## config.mk

```make
export PLATFORM = sky130hd
export DESIGN_NAME = mem_port_arbiter
export DESIGN_NICKNAME = d
export VERILOG_FILES = /design/src/rtl/mem_port_arbiter.sv
export SDC_FILE = /design/constraint.sdc
export NUM_CORES = 1
export LEC_CHECK = 0
export ABC_AREA = 1
export CORE_AREA = 4 4 190 192
export DETAILED_ROUTE_END_ITERATION = 6
export DIE_AREA = 0 0 194 196
export GPL_ROUTABILITY_DRIVEN = 0
export HOLD_SLACK_MARGIN = 0.02
export PLACE_DENSITY_LB_ADDON = 0.25
export SLEW_MARGIN = 20
export SYNTH_ARGS = -nofsm -noshare
export SYNTH_HDL_FRONTEND = slang
export SYNTH_SLANG_ARGS = --single-unit
```

## constraint.sdc

```tcl
create_clock -name clk -period 1.6 [get_ports clk]
set_input_delay 0.32 -clock clk [delete_from_list [all_inputs] [get_ports clk]]
set_output_delay 0.32 -clock clk [all_outputs]
set_load 0.02 [all_outputs]
```

## src/rtl/mem_port_arbiter.sv

```systemverilog
// mem_port_arbiter: shares the data port of the unified word memory between
// requester A (CPU load/store) and requester B (loader/debug). Each request is a
// single read, dual read or write, sequenced IDLE -> ISSUE -> CAPTURE, with the
// done pulse one cycle after CAPTURE.
module mem_port_arbiter #(
    parameter int unsigned AW    = 32,
    parameter int unsigned DW    = 32,
    parameter int unsigned DEPTH = 2097152
) (
    input  logic          clk,
    input  logic          reset,

    input  logic          a_req,
    input  logic [1:0]    a_op,
    input  logic [AW-1:0] a_addr1,
    input  logic [AW-1:0] a_addr2,
    input  logic [DW-1:0] a_wdata,
    output logic          a_done,
    output logic          a_err,
    output logic [DW-1:0] a_rdata1,
    output logic [DW-1:0] a_rdata2,

    input  logic          b_req,
    input  logic [1:0]    b_op,
    input  logic [AW-1:0] b_addr1,
    input  logic [AW-1:0] b_addr2,
    input  logic [DW-1:0] b_wdata,
    output logic          b_done,
    output logic          b_err,
    output logic [DW-1:0] b_rdata1,
    output logic [DW-1:0] b_rdata2,

    output logic          mem_en,
    output logic [1:0]    mem_read,
    output logic          mem_write,
    output logic [AW-1:0] mem_addr1,
    output logic [AW-1:0] mem_addr2,
    output logic [DW-1:0] mem_wdata,
    input  logic [DW-1:0] mem_data1,
    input  logic [DW-1:0] mem_data2
);

    // Upper half of the memory is not part of the data region.
    localparam logic [AW-1:0] DataLimit = AW'(DEPTH / 2);

    localparam logic [1:0] OpRead1 = 2'b00;
    localparam logic [1:0] OpRead2 = 2'b01;
    localparam logic [1:0] OpWrite = 2'b10;
    localparam logic [1:0] OpIllegal = 2'b11;

    typedef enum logic [1:0] {StIdle, StIssue, StCapture} state_e;

    state_e state_q, state_d;

    // Latched command of the current winner.
    logic [1:0]    cmd_op_q;
    logic [AW-1:0] cmd_addr1_q;
    logic [AW-1:0] cmd_addr2_q;
    logic [DW-1:0] cmd_wdata_q;
    logic          cmd_err_q;
    logic          cmd_b_q;     // 1: transaction belongs to B
    logic          last_b_q;    // 1: last grant went to B

    logic          a_done_q, a_err_q, b_done_q, b_err_q;
    logic [DW-1:0] a_rdata1_q, a_rdata2_q, b_rdata1_q, b_rdata2_q;

    logic          a_elig, b_elig, grant, grant_b;
    logic [1:0]    sel_op;
    logic [AW-1:0] sel_addr1, sel_addr2;
    logic [DW-1:0] sel_wdata;
    logic          sel_err;
    logic          cap_upd1, cap_upd2;
    logic [DW-1:0] cap_rd1, cap_rd2;

    // Round-robin arbitration and grant-time error decode.
    always_comb begin
        // A requester whose done is showing is masked for this cycle.
        a_elig    = a_req && !a_done_q;
        b_elig    = b_req && !b_done_q;
        grant     = (state_q == StIdle) && (a_elig || b_elig);
        grant_b   = b_elig && (!a_elig || !last_b_q);
        sel_op    = grant_b ? b_op    : a_op;
        sel_addr1 = grant_b ? b_addr1 : a_addr1;
        sel_addr2 = grant_b ? b_addr2 : a_addr2;
        sel_wdata = grant_b ? b_wdata : a_wdata;
        sel_err   = (sel_op == OpIllegal) || (sel_addr1 >= DataLimit) ||
                    ((sel_op == OpRead2) && (sel_addr2 >= DataLimit));
    end

    // Which read-data words the capture updates, and with what.
    always_comb begin
        cap_upd1 = cmd_err_q || (cmd_op_q == OpRead1) || (cmd_op_q == OpRead2);
        cap_upd2 = cmd_err_q || (cmd_op_q == OpRead2);
        cap_rd1  = cmd_err_q ? '0 : mem_data1;
        cap_rd2  = cmd_err_q ? '0 : mem_data2;
    end

    // State register.
    always_ff @(posedge clk) begin
        if (reset) begin
            state_q <= StIdle;
        end else begin
            state_q <= state_d;
        end
    end

    // Next-state logic: fixed three-cycle sequence per transaction.
    always_comb begin
        state_d = state_q;
        unique case (state_q)
            StIdle:    if (grant) state_d = StIssue;
            StIssue:   state_d = StCapture;
            StCapture: state_d = StIdle;
            default:   state_d = StIdle;
        endcase
    end

    // Memory control outputs: only ISSUE of an error-free command touches memory.
    always_comb begin
        mem_en    = 1'b1;
        mem_read  = 2'd0;
        mem_write = 1'b0;
        mem_addr1 = cmd_addr1_q;
        mem_addr2 = cmd_addr2_q;
        mem_wdata = cmd_wdata_q;
        if ((state_q == StIssue) && !cmd_err_q) begin
            case (cmd_op_q)
                OpRead1: mem_read  = 2'd1;
                OpRead2: mem_read  = 2'd2;
                OpWrite: mem_write = 1'b1;
                default: ;
            endcase
        end
    end

    // Command latch, grant history and per-requester response registers.
    always_ff @(posedge clk) begin
        if (reset) begin
            cmd_op_q    <= OpRead1;
            cmd_addr1_q <= '0;
            cmd_addr2_q <= '0;
            cmd_wdata_q <= '0;
            cmd_err_q   <= 1'b0;
            cmd_b_q     <= 1'b0;
            last_b_q    <= 1'b1;
            a_done_q    <= 1'b0;
            a_err_q     <= 1'b0;
            b_done_q    <= 1'b0;
            b_err_q     <= 1'b0;
            a_rdata1_q  <= '0;
            a_rdata2_q  <= '0;
            b_rdata1_q  <= '0;
            b_rdata2_q  <= '0;
        end else begin
            a_done_q <= 1'b0;
            a_err_q  <= 1'b0;
            b_done_q <= 1'b0;
            b_err_q  <= 1'b0;
            if (grant) begin
                cmd_op_q    <= sel_op;
                cmd_addr1_q <= sel_addr1;
                cmd_addr2_q <= sel_addr2;
                cmd_wdata_q <= sel_wdata;
                cmd_err_q   <= sel_err;
                cmd_b_q     <= grant_b;
                last_b_q    <= grant_b;
            end
            if (state_q == StCapture) begin
                if (cmd_b_q) begin
                    b_done_q <= 1'b1;
                    b_err_q  <= cmd_err_q;
                    if (cap_upd1) b_rdata1_q <= cap_rd1;
                    if (cap_upd2) b_rdata2_q <= cap_rd2;
                end else begin
                    a_done_q <= 1'b1;
                    a_err_q  <= cmd_err_q;
                    if (cap_upd1) a_rdata1_q <= cap_rd1;
                    if (cap_upd2) a_rdata2_q <= cap_rd2;
                end
            end
        end
    end

    assign a_done   = a_done_q;
    assign a_err    = a_err_q;
    assign a_rdata1 = a_rdata1_q;
    assign a_rdata2 = a_rdata2_q;
    assign b_done   = b_done_q;
    assign b_err    = b_err_q;
    assign b_rdata1 = b_rdata1_q;
    assign b_rdata2 = b_rdata2_q;

endmodule
```

==> run_results.csv <==
group,metric,value,unit
synth,synth_common_cells,"235 x dfxtp_1, 197 x a21oi_1, 194 x nand2_1",
grt,antenna_found_initial,1,
synth,synth-seq-cells,235,
setup_path,worstSetupEndpointType,"output port",
sta,timing.final.ws_setup,-0.1174,ns
clock_tree,cts.sinks,235,
synth,syn_area_per_cell,7.542,um2
synth,synth-seq-area-share,49.39,%
place,port-buffer-count,494,
setup_path,critPathMaxFanout,4,
power_and_ir_drop,peakVddDrop,0.0007262,V
sta,finalHoldViolations,0,
routing,drc,0,
die,die_h,196,um
final_layout,antenna_cells,0,
sta,period_needed,1.717,ns
clock_tree,clockBufferDepth,3,
grt,grt_max_degree,50,
sta,drv_slew,0,
grt,grt_pass1_wl,59570,um
status,status,"complete, but fails checks",
clock_tree,hold_buffers,0,
final_layout,syn_to_final_growth,74.44,%
place,hpwl,29860,um
synth,async_reset_ff_share,0,%
sta,slew_headroom,65.07,%
setup_path,cp_data_required_time,1.28,ns
die,die_w,194,um
die,initial_utilization,27.71,%
grt,grt_remaining_overflow,0,
synth,synth_most_common_cell,"dfxtp_1",
routing,vias,10546,
final_layout,nFillCells,3367,
synth,synth-edff-count,0,
setup_path,critPathKind,"reg -> out",
clock_tree,cts_buffers,28,
grt,grt_pass1_vias,10571,
sta,fmax,582.3,MHz
clock_tree,clockRootBuffer,"clkbuf_16",
power_and_ir_drop,powerDensity,1002,nW/um2
final_layout,nNetsFinal,2069,
synth,synth_fp_nets,1527,
die,rows,68,
synth,yosys_warnings,0,
sta,finClkSkew,0.01541,ns
synth,synth_area_leaders,"dfxtp_1 49%, a21oi_1 10%, o21ai_0 8.7%",
sta,tightest_slew,0.5220,ns
final_layout,design_area,16620,um2
sta,fin_setup_tns,-0.3177,ns
setup_path,worstSetupStartpointType,"flip-flop",
clock_tree,clkLatencyLatePin,0.53,ns
setup_path,cp.arrival,1.40,ns
routing,drt_wl_total,40410,um
routing,avgRoutedWirePerCell,17.72,um
place,dp.cells,2211,
final_layout,fin_cells,2281,
min_path,hold_class,"in -> reg",
place,pre_cts_ws,-0.5278,ns
power_and_ir_drop,p_leak,7.492,nW
synth,mappedNetlistArea,9525,um2
synth,ys.flop_type,"dfxtp_1",
sta,rsz0062_at_grt,"yes",
final_layout,drive_gt1_share,13.36,%
clock_tree,htreeDepth,1,
synth,synth_cells,1263,
clock_tree,clk_pin_slew_worst_paths,0.06,ns
die,die_area,38020,um2
die,ioPinCount,496,
routing,drt_iter0_markers,385,
sta,setup_viol,3,
status,violations,"setup timing",
clock_tree,cts_tree,"built",
die,core_area,34370,um2
place,dpl_cell_area,15450,um2
grt,track_usage,19.28,%
routing,antenna_left,0,
routing,drtPass1Iterations,7,
synth,netlist.area_leader.share,49.39,%
synth,synth_cell_types,27,
flow_run,cap_violations,0,
routing,routed_via_density,4.623,
power_and_ir_drop,total_power,0.01665,W
sta,period_share,107.3,%
synth,yosys.area.top_type,"dfxtp_1",
==> cells in the final DEF, fill, tap and decap left out, drive strengths merged <==
cell,instances
clkinv,6
dfxtp,235
nand3b,2
a21oi,197
nor3b,1
clkdlybuf4s15,55
nand3,12
bufinv,1
dlygate4sd2,159
clkbuf,59
buf,119
clkinvlp,2
conb,1
nor2,91
a31oi,50
o21ai,243
inv,128
nor3,4
clkdlybuf4s50,263
nand2,198
==> area by class of cell <==
class	count	area (um2)	area share, %
sequential	235	4720	28.40
clock buffer	43	838.3	5.045
clock inverter	8	73.82	0.4443
timing repair buffer	612	5993	36.07
tap	455	569.3	3.426
inverter	129	499.2	3.005
multi-input combinational	799	3923	23.61
==> sequential cells by signal (all words and copies together) (netlist names) <==
register,count
a_rdata1,32
a_rdata2,32
b_rdata1,32
b_rdata2,32
mem_addr1,32
mem_addr2,32
mem_wdata,32
cmd_op_q,2
state_q,2
a_done,1
a_err,1
b_done,1
b_err,1
cmd_b_q,1
cmd_err_q,1
last_b_q,1
==> metal layers <==
layer / vias up / GRT usage, % / part of all wire [%]
met3: 50 / 5.873 / 8.1
met4: 2 / 3.854 / 2.0
met5: - / 0 / 0.032
met1: 4822 / 22.05 / 40
li1: 5268 / - / -
met2: 404 / 35.65 / 50
==> repair_timing <==
| action | in CTS | in global routing |
|---|---|---|
| buffers inserted | 6 | 6 |
| hold endpoints to repair | 0 | 0 |
| setup endpoints to repair | 235 | 148 |
| pin swaps | 8 | 19 |
| resized for setup | 315 | 96 |
| gates cloned | 3 | 5 |
==> critical path, stage by stage (launching register included) <==
cell and delay (ns):
dfxtp_4 0.36, buf_4 0.16, nor3_2 0.16, buf_4 0.18
==> stage by stage <==
| stage | hold WS (ns) | util [%] |
|---|---|---|
| 5_1_grt | 0.3165 | 48.34 |
| 3_5_place_dp | 0.4340 | 44.94 |
| 3_3_place_gp | 0.4298 | 44.94 |
| 6_report | 0.3278 | 48.34 |
| 2_1_floorplan | 0.3891 | - |
| 4_1_cts | 0.3023 | 47.55 |
==> final timing paths <==
kind / from / end / slack, ns / depth (start not counted)
worst max-delay path: cmd_op_q[0]$_SDFFE_PP0P_ / mem_read[0] / -0.12 / 3
worst min-delay path: a_wdata[12] / mem_wdata[12]$_SDFFE_PP0P_ / 0.33 / 3
worst max register to register: b_done$_SDFF_PP0_ / cmd_err_q$_SDFFE_PP0P_ / 0.03 / 10
worst min register to register: a_rdata2[30]$_SDFFE_PP0P_ / a_rdata2[30]$_SDFFE_PP0P_ / 0.44 / 2
==> cell families (layout without fill, tap and decap cells) <==
group	after synthesis	after routing	synth area share, %
compound gates	490	490	26.68
simple gates	307	308	12.87
other cells	1	1	0.03937
flops	235	235	49.39
buf+inv	230	792	11.02
==> power breakdown <==
| part | switching [W] | total (W) | internal (W) |
|---|---|---|---|
| registers | 0.000252 | 0.00653 | 0.00628 |
| clock network | 0.00256 | 0.00631 | 0.00375 |
| logic | 0.00204 | 0.00381 | 0.00177 |
No activity file was read; power rests on OpenSTA's default activity.
==> patch: new RTL, config.mk and constraints unchanged <==
`DW`: 32 -> 36.
--- a/src/rtl/mem_port_arbiter.sv
+++ b/src/rtl/mem_port_arbiter.sv
@@ -4,7 +4,7 @@
 // done pulse one cycle after CAPTURE.
 module mem_port_arbiter #(
     parameter int unsigned AW    = 32,
-    parameter int unsigned DW    = 32,
+    parameter int unsigned DW    = 36,
     parameter int unsigned DEPTH = 2097152
 ) (
     input  logic          clk,
Interface: changed (9 resized); port bits go from 496 to 532. No check against the original RTL was run, so the function may have changed too.
==> patch against the unedited design <==
  * Routed wire length increased by 6.9%
  * Sequential share of layout area decreased by 0.25 points
  * Core utilization increased by 4.6 points
  * The flow still finishes with violations (negative setup slack)
  * Design area increased by 9.5%
  * Sequential cell count increased by 20
  * Setup slack got worse by 0.082 ns
  * Final cell count increased by 6.0%
  * Via count increased by 8.1%
  * Total power increased by 10%
  * Synthesized area increased by 10%
  * Global-route usage increased by 1.1 points
  * Die area unchanged
  * Critical path depth increased by 3
==> patch: results (changes against the unedited design) <==
----------------------------------------------------
[Clocking]
  Latest clock arrival within the worst-skew pair ... 0.55 ns (+0.02 ns)

[Worst setup path]
  Crit path max fanout ... 2 (-2)
  CP max-delay cell ... sky130_fd_sc_hd__dfxtp_2
  Worst path max stage delay ... 0.34 ns (-0.02 ns)
  Startpoint of the worst register-to-register path ... state_q[1]$_SDFFE_PP0P_
  Crit. Startpoint ... state_q[0]$_SDFFE_PP0P_
  Worst EP arrival ... 1.48 ns (+0.08 ns)

[STA]
  Clock skew after layout ... 0.0115 ns (-0.00389 ns)
  Setup TNS ... -0.449 ns (-0.131 ns)
  Setup ws final ... -0.199 ns (-0.0817 ns)
  Number of failing setup endpoints in the final timing report ... 3 (unchanged)

[GRT]
  Routing usage on met3 ... 5.24% (-0.64 points)
  Number of global-route vias before repair ... 10800 (+2.1%)
  Aggregate global-route resource usage ... 20.4% (+1.1 points)

[Run status]
  Outcome ... complete, but fails checks
  Violations in the final reports ... negative setup slack

[Placement]
  Count of input and output buffers ... 530 (+7.3%)
  Dpl hpwl ... 31.3 mm (+4.7%)

[Drt]
  DRC violation total after the first TritonRoute iteration ... 499 (+30%)
  Total iterations of the first detailed-routing run ... 5 (-2)
  Routed length on met2 ... 21.5 mm (+6.2%)
  Detailed-route vias per instance ... 4.71 (+2.0%)
  Total met3 wirelength after detailed routing ... 3.24 mm (-1.4%)

[Worst hold path]
  Hold path startpoint ... a_wdata[10]

[Power and ir drop]
  Clock network power consumption ... 7.12 mW (+13%)
  Standby leakage power ... 8.10 nW (+8.1%)
  Cell Int Power ... 13.1 mW (+11%)

[Logic synthesis]
  Post-synthesis sequential area ratio ... 48.5% (-0.88 points)

----------------------------------------------------
-- patch: cells by family (layout without fill, tap and decap cells) --
| kind of cell | Yosys count | in the layout | synth area share, % |
|---|---|---|---|
| DFF | 255 | 255 | 48.5 |
| other | 1 | 1 | 0.0356 |
| AOI/OAI and AO/OA | 515 | 515 | 26.0 |
| buffers and inverters | 258 | 838 | 11.9 |
| and+or+nand+nor | 353 | 353 | 13.5 |
-- patch: layout make-up --
cell class	count	area, sq um	share of cell area, %
clock buffers	43	878	4.83
clock inverters	9	148	0.812
inverters	149	592	3.25
multi-input cells	869	4420	24.3
flip-flops and latches	255	5120	28.2
well taps	455	569	3.13
repair buffers	637	6460	35.5
-- patch: metrics by stage --
stage | total power, mW | instance area [sq um] | setup WS, ns | instances | util, %
floorplan | 8.99 | 10500 | 0.0556 | 1382 | -
global placement | 11.2 | 16600 | -0.538 | 2340 | 48.3
detailed placement | 11.2 | 16600 | -0.563 | 2340 | 48.3
CTS | 18.3 | 17700 | -0.234 | 2402 | 51.5
global route | 19.1 | 18200 | -0.289 | 2417 | 52.9
finish | 18.3 | 18200 | -0.199 | 2417 | 52.9
-- patch: final timing paths --
kind	cells after the start	slack, ns	end
worst min register to register	2	0.44	b_rdata2[21]$_SDFFE_PP0P_
worst max register to register	9	0.07	b_rdata2[29]$_SDFFE_PP0P_
worst max-delay path	6	-0.20	mem_read[1]
worst min-delay path	3	0.32	mem_wdata[10]$_SDFFE_PP0P_
-- patch: repair_timing --
| action | CTS | global route |
|---|---|---|
| resized for setup | 365 | 134 |
| setup endpoints to repair | 256 | 237 |
| cloned | 3 | 8 |
| buffers inserted | 8 | 11 |
| pin swaps | 9 | 24 |
